**config.mk**
```make
export PLATFORM = sky130hd
export DESIGN_NAME = alu_sequencer
export DESIGN_NICKNAME = d
export VERILOG_FILES = /design/src/rtl/alu_sequencer.sv
export SDC_FILE = /design/constraint.sdc
export NUM_CORES = 1
export LEC_CHECK = 0
export ABC_AREA = 1
export CAP_MARGIN = 10
export CELL_PAD_IN_SITES_DETAIL_PLACEMENT = 2
export CELL_PAD_IN_SITES_GLOBAL_PLACEMENT = 2
export CORE_MARGIN = 5
export CORE_UTILIZATION = 37
export DETAILED_ROUTE_END_ITERATION = 6
export GPL_ROUTABILITY_DRIVEN = 0
export GPL_TIMING_DRIVEN = 0
export PLACE_DENSITY = 0.85
export RECOVER_POWER = 50
export SYNTH_ARGS = -nofsm -noshare
export SYNTH_HDL_FRONTEND = slang
export SYNTH_SLANG_ARGS = --single-unit
export TNS_END_PERCENT = 5
```
**constraint.sdc**
```tcl
create_clock -name clk -period 4.77 [get_ports clk]
set_input_delay 0.477 -clock clk [delete_from_list [all_inputs] [get_ports clk]]
set_output_delay 0.477 -clock clk [all_outputs]
set_load 0.01 [all_outputs]
```
**src/rtl/alu_sequencer.sv**
```systemverilog
// Command sequencer for the 8-bit accumulator ALU.
// Commands {opcode, operand} are queued in a small FIFO. Each one is issued to
// the ALU as a LOAD cycle followed by an EXEC cycle. The EXEC result comes back
// as a one-cycle strobe. A MULT overflow takes a one-cycle error detour that
// clears the accumulator.
//
// Handshake: a command transfers on a rising edge where cmd_valid and cmd_ready
// are both high. cmd_ready does not depend on cmd_valid in the same cycle. A
// result is valid only in the cycle res_valid is high, and res_err qualifies it.
module alu_sequencer #(
    parameter int DEPTH = 4,
    parameter int W     = 8
) (
    input  logic         clk,
    input  logic         rst,
    input  logic         en,
    input  logic         cmd_valid,
    input  logic [2:0]   cmd_op,
    input  logic [W-1:0] cmd_operand,
    output logic         cmd_ready,
    input  logic [W-1:0] alu_result,
    input  logic         alu_ovf,
    output logic [2:0]   in_sel,
    output logic [6:0]   out_sel,
    output logic [W-1:0] num2,
    output logic         res_valid,
    output logic [W-1:0] res_data,
    output logic         res_err,
    output logic [1:0]   state,
    output logic [7:0]   err_cnt
);

    localparam int AW = $clog2(DEPTH);
    localparam int CW = AW + 1;

    localparam logic [2:0] OP_MULT  = 3'd6;
    localparam logic [2:0] OP_CLEAR = 3'd7;

    localparam logic [2:0] SEL_PERSIST = 3'b001;
    localparam logic [2:0] SEL_LOAD    = 3'b010;
    localparam logic [2:0] SEL_RESET   = 3'b100;

    typedef enum logic [1:0] {
        S_OFF   = 2'b00,
        S_READY = 2'b01,
        S_RUN   = 2'b10,
        S_ERR   = 2'b11
    } state_t;

    typedef enum logic {
        PH_LOAD = 1'b0,
        PH_EXEC = 1'b1
    } phase_t;

    // Maps an opcode to the ALU's one-hot operation select. CLEAR runs as an
    // AND against a freshly cleared accumulator.
    function automatic logic [6:0] op_onehot(input logic [2:0] op);
        logic [6:0] sel;
        case (op)
            3'd0:    sel = 7'b0000001;
            3'd1:    sel = 7'b0000010;
            3'd2:    sel = 7'b0001000;
            3'd3:    sel = 7'b0000100;
            3'd4:    sel = 7'b0010000;
            3'd5:    sel = 7'b0100000;
            3'd6:    sel = 7'b1000000;
            default: sel = 7'b0000001;
        endcase
        return sel;
    endfunction

    // FIFO storage and bookkeeping.
    logic [W+2:0]  mem_q [DEPTH];
    logic [AW-1:0] wr_ptr_q, rd_ptr_q;
    logic [CW-1:0] count_q, count_d;
    logic          ready_q, ready_d;
    logic          push, pop;
    logic [2:0]    head_op;
    logic [W-1:0]  head_operand;

    // Sequencer state and registered outputs.
    state_t        state_q, state_d;
    phase_t        phase_q, phase_d;
    logic [2:0]    op_q, op_d;
    logic [2:0]    in_sel_q, in_sel_d;
    logic [6:0]    out_sel_q, out_sel_d;
    logic [W-1:0]  num2_q, num2_d;
    logic          res_valid_q, res_valid_d;
    logic [W-1:0]  res_data_q, res_data_d;
    logic          res_err_q, res_err_d;
    logic [7:0]    err_cnt_q, err_cnt_d;
    logic          ovf_hit;

    assign push         = cmd_valid && ready_q;
    assign head_op      = mem_q[rd_ptr_q][W+2:W];
    assign head_operand = mem_q[rd_ptr_q][W-1:0];

    // The next count drives a registered ready, so cmd_ready is low in reset
    // and rises on the same edge that frees a slot.
    always_comb begin
        count_d = count_q;
        case ({push, pop})
            2'b10:   count_d = count_q + CW'(1);
            2'b01:   count_d = count_q - CW'(1);
            default: count_d = count_q;
        endcase
        ready_d = (count_d != CW'(DEPTH));
    end

    // Command storage is written only on an accepted push and needs no reset.
    always_ff @(posedge clk) begin
        if (push) begin
            mem_q[wr_ptr_q] <= {cmd_op, cmd_operand};
        end
    end

    // FIFO pointers, occupancy and ready flag.
    always_ff @(posedge clk or posedge rst) begin
        if (rst) begin
            wr_ptr_q <= '0;
            rd_ptr_q <= '0;
            count_q  <= '0;
            ready_q  <= 1'b0;
        end else begin
            if (push) wr_ptr_q <= wr_ptr_q + AW'(1);
            if (pop)  rd_ptr_q <= rd_ptr_q + AW'(1);
            count_q <= count_d;
            ready_q <= ready_d;
        end
    end

    // Next-state logic, then output decoding from the state being entered so
    // that every ALU control is registered and lines up with its own phase.
    always_comb begin
        state_d     = state_q;
        phase_d     = phase_q;
        op_d        = op_q;
        num2_d      = num2_q;
        pop         = 1'b0;
        res_valid_d = 1'b0;
        res_data_d  = res_data_q;
        res_err_d   = 1'b0;
        err_cnt_d   = err_cnt_q;
        ovf_hit     = 1'b0;
        in_sel_d    = SEL_RESET;
        out_sel_d   = '0;

        case (state_q)
            S_OFF: begin
                if (en) state_d = S_READY;
            end
            S_READY: begin
                if (!en) begin
                    state_d = S_OFF;
                end else if (count_q != '0) begin
                    pop     = 1'b1;
                    state_d = S_RUN;
                    phase_d = PH_LOAD;
                    op_d    = head_op;
                    num2_d  = head_operand;
                end
            end
            S_RUN: begin
                if (phase_q == PH_LOAD) begin
                    phase_d = PH_EXEC;
                end else begin
                    ovf_hit     = alu_ovf && (op_q == OP_MULT);
                    res_valid_d = 1'b1;
                    res_data_d  = alu_result;
                    res_err_d   = ovf_hit;
                    phase_d     = PH_LOAD;
                    if (ovf_hit) begin
                        state_d = S_ERR;
                        if (err_cnt_q != 8'hFF) err_cnt_d = err_cnt_q + 8'd1;
                    end else if (en && (count_q != '0)) begin
                        pop     = 1'b1;
                        op_d    = head_op;
                        num2_d  = head_operand;
                    end else if (!en) begin
                        state_d = S_OFF;
                    end else begin
                        state_d = S_READY;
                    end
                end
            end
            default: begin
                state_d = S_READY;
            end
        endcase

        case (state_d)
            S_READY: in_sel_d = SEL_PERSIST;
            S_RUN: begin
                if (phase_d == PH_LOAD) begin
                    in_sel_d = (op_d == OP_CLEAR) ? SEL_RESET : SEL_LOAD;
                end else begin
                    in_sel_d  = SEL_PERSIST;
                    out_sel_d = op_onehot(op_d);
                end
            end
            default: in_sel_d = SEL_RESET;
        endcase
    end

    // State register and registered outputs. Reset aborts any command in flight.
    always_ff @(posedge clk or posedge rst) begin
        if (rst) begin
            state_q     <= S_OFF;
            phase_q     <= PH_LOAD;
            op_q        <= '0;
            in_sel_q    <= SEL_RESET;
            out_sel_q   <= '0;
            num2_q      <= '0;
            res_valid_q <= 1'b0;
            res_data_q  <= '0;
            res_err_q   <= 1'b0;
            err_cnt_q   <= '0;
        end else begin
            state_q     <= state_d;
            phase_q     <= phase_d;
            op_q        <= op_d;
            in_sel_q    <= in_sel_d;
            out_sel_q   <= out_sel_d;
            num2_q      <= num2_d;
            res_valid_q <= res_valid_d;
            res_data_q  <= res_data_d;
            res_err_q   <= res_err_d;
            err_cnt_q   <= err_cnt_d;
        end
    end

    assign cmd_ready = ready_q;
    assign in_sel    = in_sel_q;
    assign out_sel   = out_sel_q;
    assign num2      = num2_q;
    assign res_valid = res_valid_q;
    assign res_data  = res_data_q;
    assign res_err   = res_err_q;
    assign state     = state_q;
    assign err_cnt   = err_cnt_q;

endmodule

```
==> qor.yml <==
synth_area_um2: 4070
slowest_stage: "dfrtp_1"
netlist-cell-type-count: 31
wire_per_inst_um: 17.7
critPathKind: "reg -> reg"
clockBufferDepth: 2
cellPowerDensity_nw_per_um2: 576
violations: "capacitance limit, slew limit"
grt_use_met2_pct: 31.3
setup_ws_ns: 1.87
tritoncts: "yes"
drt_wl_total_um: 10800
grt_max_degree: 27
grt-ovfl-total: 0
p_leak_nw: 2.22
yosysSeqAreaShare_pct: 63.3
drtPass1Iterations: 4
cts_sinks: 94
cpLargestDelayFamily: "adder cells"
ys_warn_count: 0
cts_setup_buffers: 0
dieHeight_um: 115
grtUsageTotal_pct: 17.6
tightest_slew_ns: 1.51
maxCapViolCount: 1
worstSetupStartpoint: "state[0]"
hold_viol: 0
area_growth_pct: 25.0
final_layout_size_suffix_gt1_share_pct: 9.57
slew_violations: 27
use_met1_pct: 21.5
max_stage_delay_ns: 0.43
drc: 0
viasPerCell: 4.90
internal_power_mw: 1.81
setup_viol: 0
holdPathEnd: "num2[0]"
fillers: 1133
num_antenna_cells: 0
clkPwrFrac_pct: 20.4
syn_nets: 428
seqPwrFrac_pct: 40.0
dp_hpwl_um: 7810
grt_pass1_wl_um: 17900
pwr-share-comb_pct: 39.6
cts_root_buffer: "clkbuf_8"
numPortBuffers: 62
reg2reg_from: "state[0]"
rsz0062_at_grt: "no"
ctsHtreeMaxLevel: 3
slew_headroom_pct: -0.762
crit_fanout: 5
numCtsBuffers: 9
holdPathStages: 2
dieArea_um2: 13200
hold_path_class: "reg -> reg"
cp-start-kind: "flop"
cp.buffers_inverters: 2
insertion_delay_ns: 0.37
drtAntennaViolNets: 0
fin_tns_setup_ns: 0
netlist_instances: 391
io_pins: 63
cts_hold_buffers: 0
cp_data_arrival_time_ns: 3.16
top_usage_layer: "met2"
grtUsageMet3_pct: 2.84
min_period_over_period_pct: 60.8
initial_core_util_pct: 37.7
num_vias: 2988
switching_share_pct: 38.4
rr_worst_depth: 13
num_rows: 38
fmax_ghz: 0.345
net-switching-power_mw: 1.12
antenna_found_initial: 0
dieWidth_um: 115
ir_worst_vdd_mv: 0.211
min_from: "num2[0]"
first_global_vias: 3447
path_cells: "inv_1, ha_1, nand2_2, a21oi_1, nand2_1, nor2_1, ha_1, inv_1, fa_1, a21oi_1, o21ai_0, xnor2_1, nand2_1"
fin_crit_ns: 2.90
crit_required_ns: 5.03
pre_cts_ws_ns: 1.82
fin_nets: 502
cp-end-kind: "flop"
outcome: "finished with violations"
cts_resized: 0
drt_iter0_drc: 124
syn_area_per_cell_um2: 10.4
yosys_register_bits: 94
fin_skew_ns: 0.00966
core_area_um2: 10800
reg2reg_slack_ns: 1.87
path_clk_slew_ns: 0.09
worst_r2r_endpoint: "cmd_ready"
-- cells in the mapped netlist --
master,count,share of area [%]
mux2_2,2,0.55
nand3b_1,1,0.18
nand2_4,2,0.55
xnor2_1,6,1.3
dfstp_2,1,0.65
ha_1,12,3.7
o21ai_2,1,0.22
nand3_1,21,2.6
a21oi_1,7,0.86
inv_2,4,0.37
nand2_2,8,1.2
edfxtp_1,44,32
nor2_4,1,0.28
or2_2,1,0.15
xor2_1,6,1.3
buf_2,6,0.74
o21ai_1,3,0.37
inv_4,1,0.15
inv_1,40,3.7
nor3_1,4,0.49
o22ai_1,8,1.2
nand4_1,3,0.46
nor2_2,4,0.61
nand2_1,85,7.8
dfrtp_1,49,30
fa_1,1,0.49
o21ai_0,23,2.8
nor3_2,1,0.25
nor2_1,44,4.1
a211oi_1,1,0.18
buf_1,1,0.092
-- layout by cell type, fill, tap and decap left out, types with 2 or more instances in the layout --
master,instances
a21oi_1,7
buf_2,6
bufinv_16,2
clkbuf_1,2
clkbuf_8,10
clkdlybuf4s50_1,34
dfrtp_1,49
dlygate4sd3_1,28
edfxtp_1,44
ha_1,12
inv_1,40
inv_2,4
mux2_2,2
nand2_1,85
nand2_2,8
nand2_4,2
nand3_1,21
nand4_1,3
nor2_1,45
nor2_2,3
nor3_1,4
o21ai_0,23
o21ai_1,3
o22ai_1,8
xnor2_1,6
xor2_1,6
-- registers in the layout (all words and copies together) (netlist names) --
| name | flops |
|---|---|
| mem_q | 44 |
| err_cnt | 8 |
| num2 | 8 |
| res_data | 8 |
| out_sel | 7 |
| count_q | 3 |
| in_sel | 3 |
| op_q | 3 |
| rd_ptr_q | 2 |
| state | 2 |
| wr_ptr_q | 2 |
| cmd_ready | 1 |
| phase_q | 1 |
| res_err | 1 |
| res_valid | 1 |
-- final cells by class --
cell class              instances  area (um^2)  share of cell area (%)
plain buffers                   7         33.8                   0.664
clock buffers                  11          141                    2.78
clock inverters                 5         81.3                    1.60
inverters                      45          170                    3.34
multi-input cells             245         1290                    25.3
flip-flops and latches         94         2570                    50.6
well taps                     140          175                    3.44
repair buffers                 63          624                    12.3
-- through the flow --
| stage | util (%) | std cells | total power [mW] | area (um^2) | hold WS, ns |
|---|---|---|---|---|---|
| after global placement | 45.1 | 593 | 2.28 | 4860 | 0.458 |
| after detailed placement | 45.3 | 594 | 2.38 | 4880 | 0.472 |
| after CTS | 47.3 | 610 | 2.99 | 5110 | 0.493 |
| after floorplan | - | 391 | 1.87 | 4070 | 0.466 |
| after global routing | 47.1 | 610 | 3.16 | 5090 | 0.514 |
| final | 47.1 | 610 | 2.93 | 5090 | 0.485 |
-- routing by layer --
metal / part of all wire, % / vias up / routed length, um
met5: 0 / - / 0
met4: 1.9 / 0 / 208
met3: 3.5 / 15 / 374
met2: 52 / 55 / 5610
met1: 42 / 1501 / 4570
li1: - / 1417 / -
-- logic make-up (layout without fill, tap and decap cells) --
group / Yosys count / after routing / share of synthesized area [%]
adder cells (fa/ha/maj): 13 / 13 / 4.18
AND/OR/NAND/NOR: 175 / 175 / 18.7
flip-flops: 94 / 94 / 63.3
multiplexers: 2 / 2 / 0.553
buffers and inverters: 52 / 131 / 5.04
XOR/XNOR: 12 / 12 / 2.58
AO/OA/AOI/OAI: 43 / 43 / 5.69
-- worst min-delay path: cells and delay by family, from the launching register on --
kind / cells / cell delay (ns)
flip-flops: 1 / 0.36
AND/OR/NAND/NOR: 2 / 0.10
-- worst max path at each step --
stage,endpoint,slack (ns),depth (start not counted)
floorplan,cmd_ready,2.33,13
global placement,out_sel[2],2.01,16
detailed placement,cmd_ready,1.82,10
CTS,cmd_ready,1.78,13
global route,cmd_ready,1.57,13
finish,cmd_ready,1.87,13
-- power by group through the flow --
| stage | Combinational (mW) | Clock, mW | Sequential [mW] |
|---|---|---|---|
| final | 1.16 | 0.597 | 1.17 |
| after global routing | 1.31 | 0.653 | 1.20 |
| after CTS | 1.20 | 0.608 | 1.18 |
| after detailed placement | 1.18 | 0 | 1.19 |
| after global placement | 1.10 | 0 | 1.18 |
| after floorplan | 0.659 | 0 | 1.21 |
(Power assumes the default switching activity.)
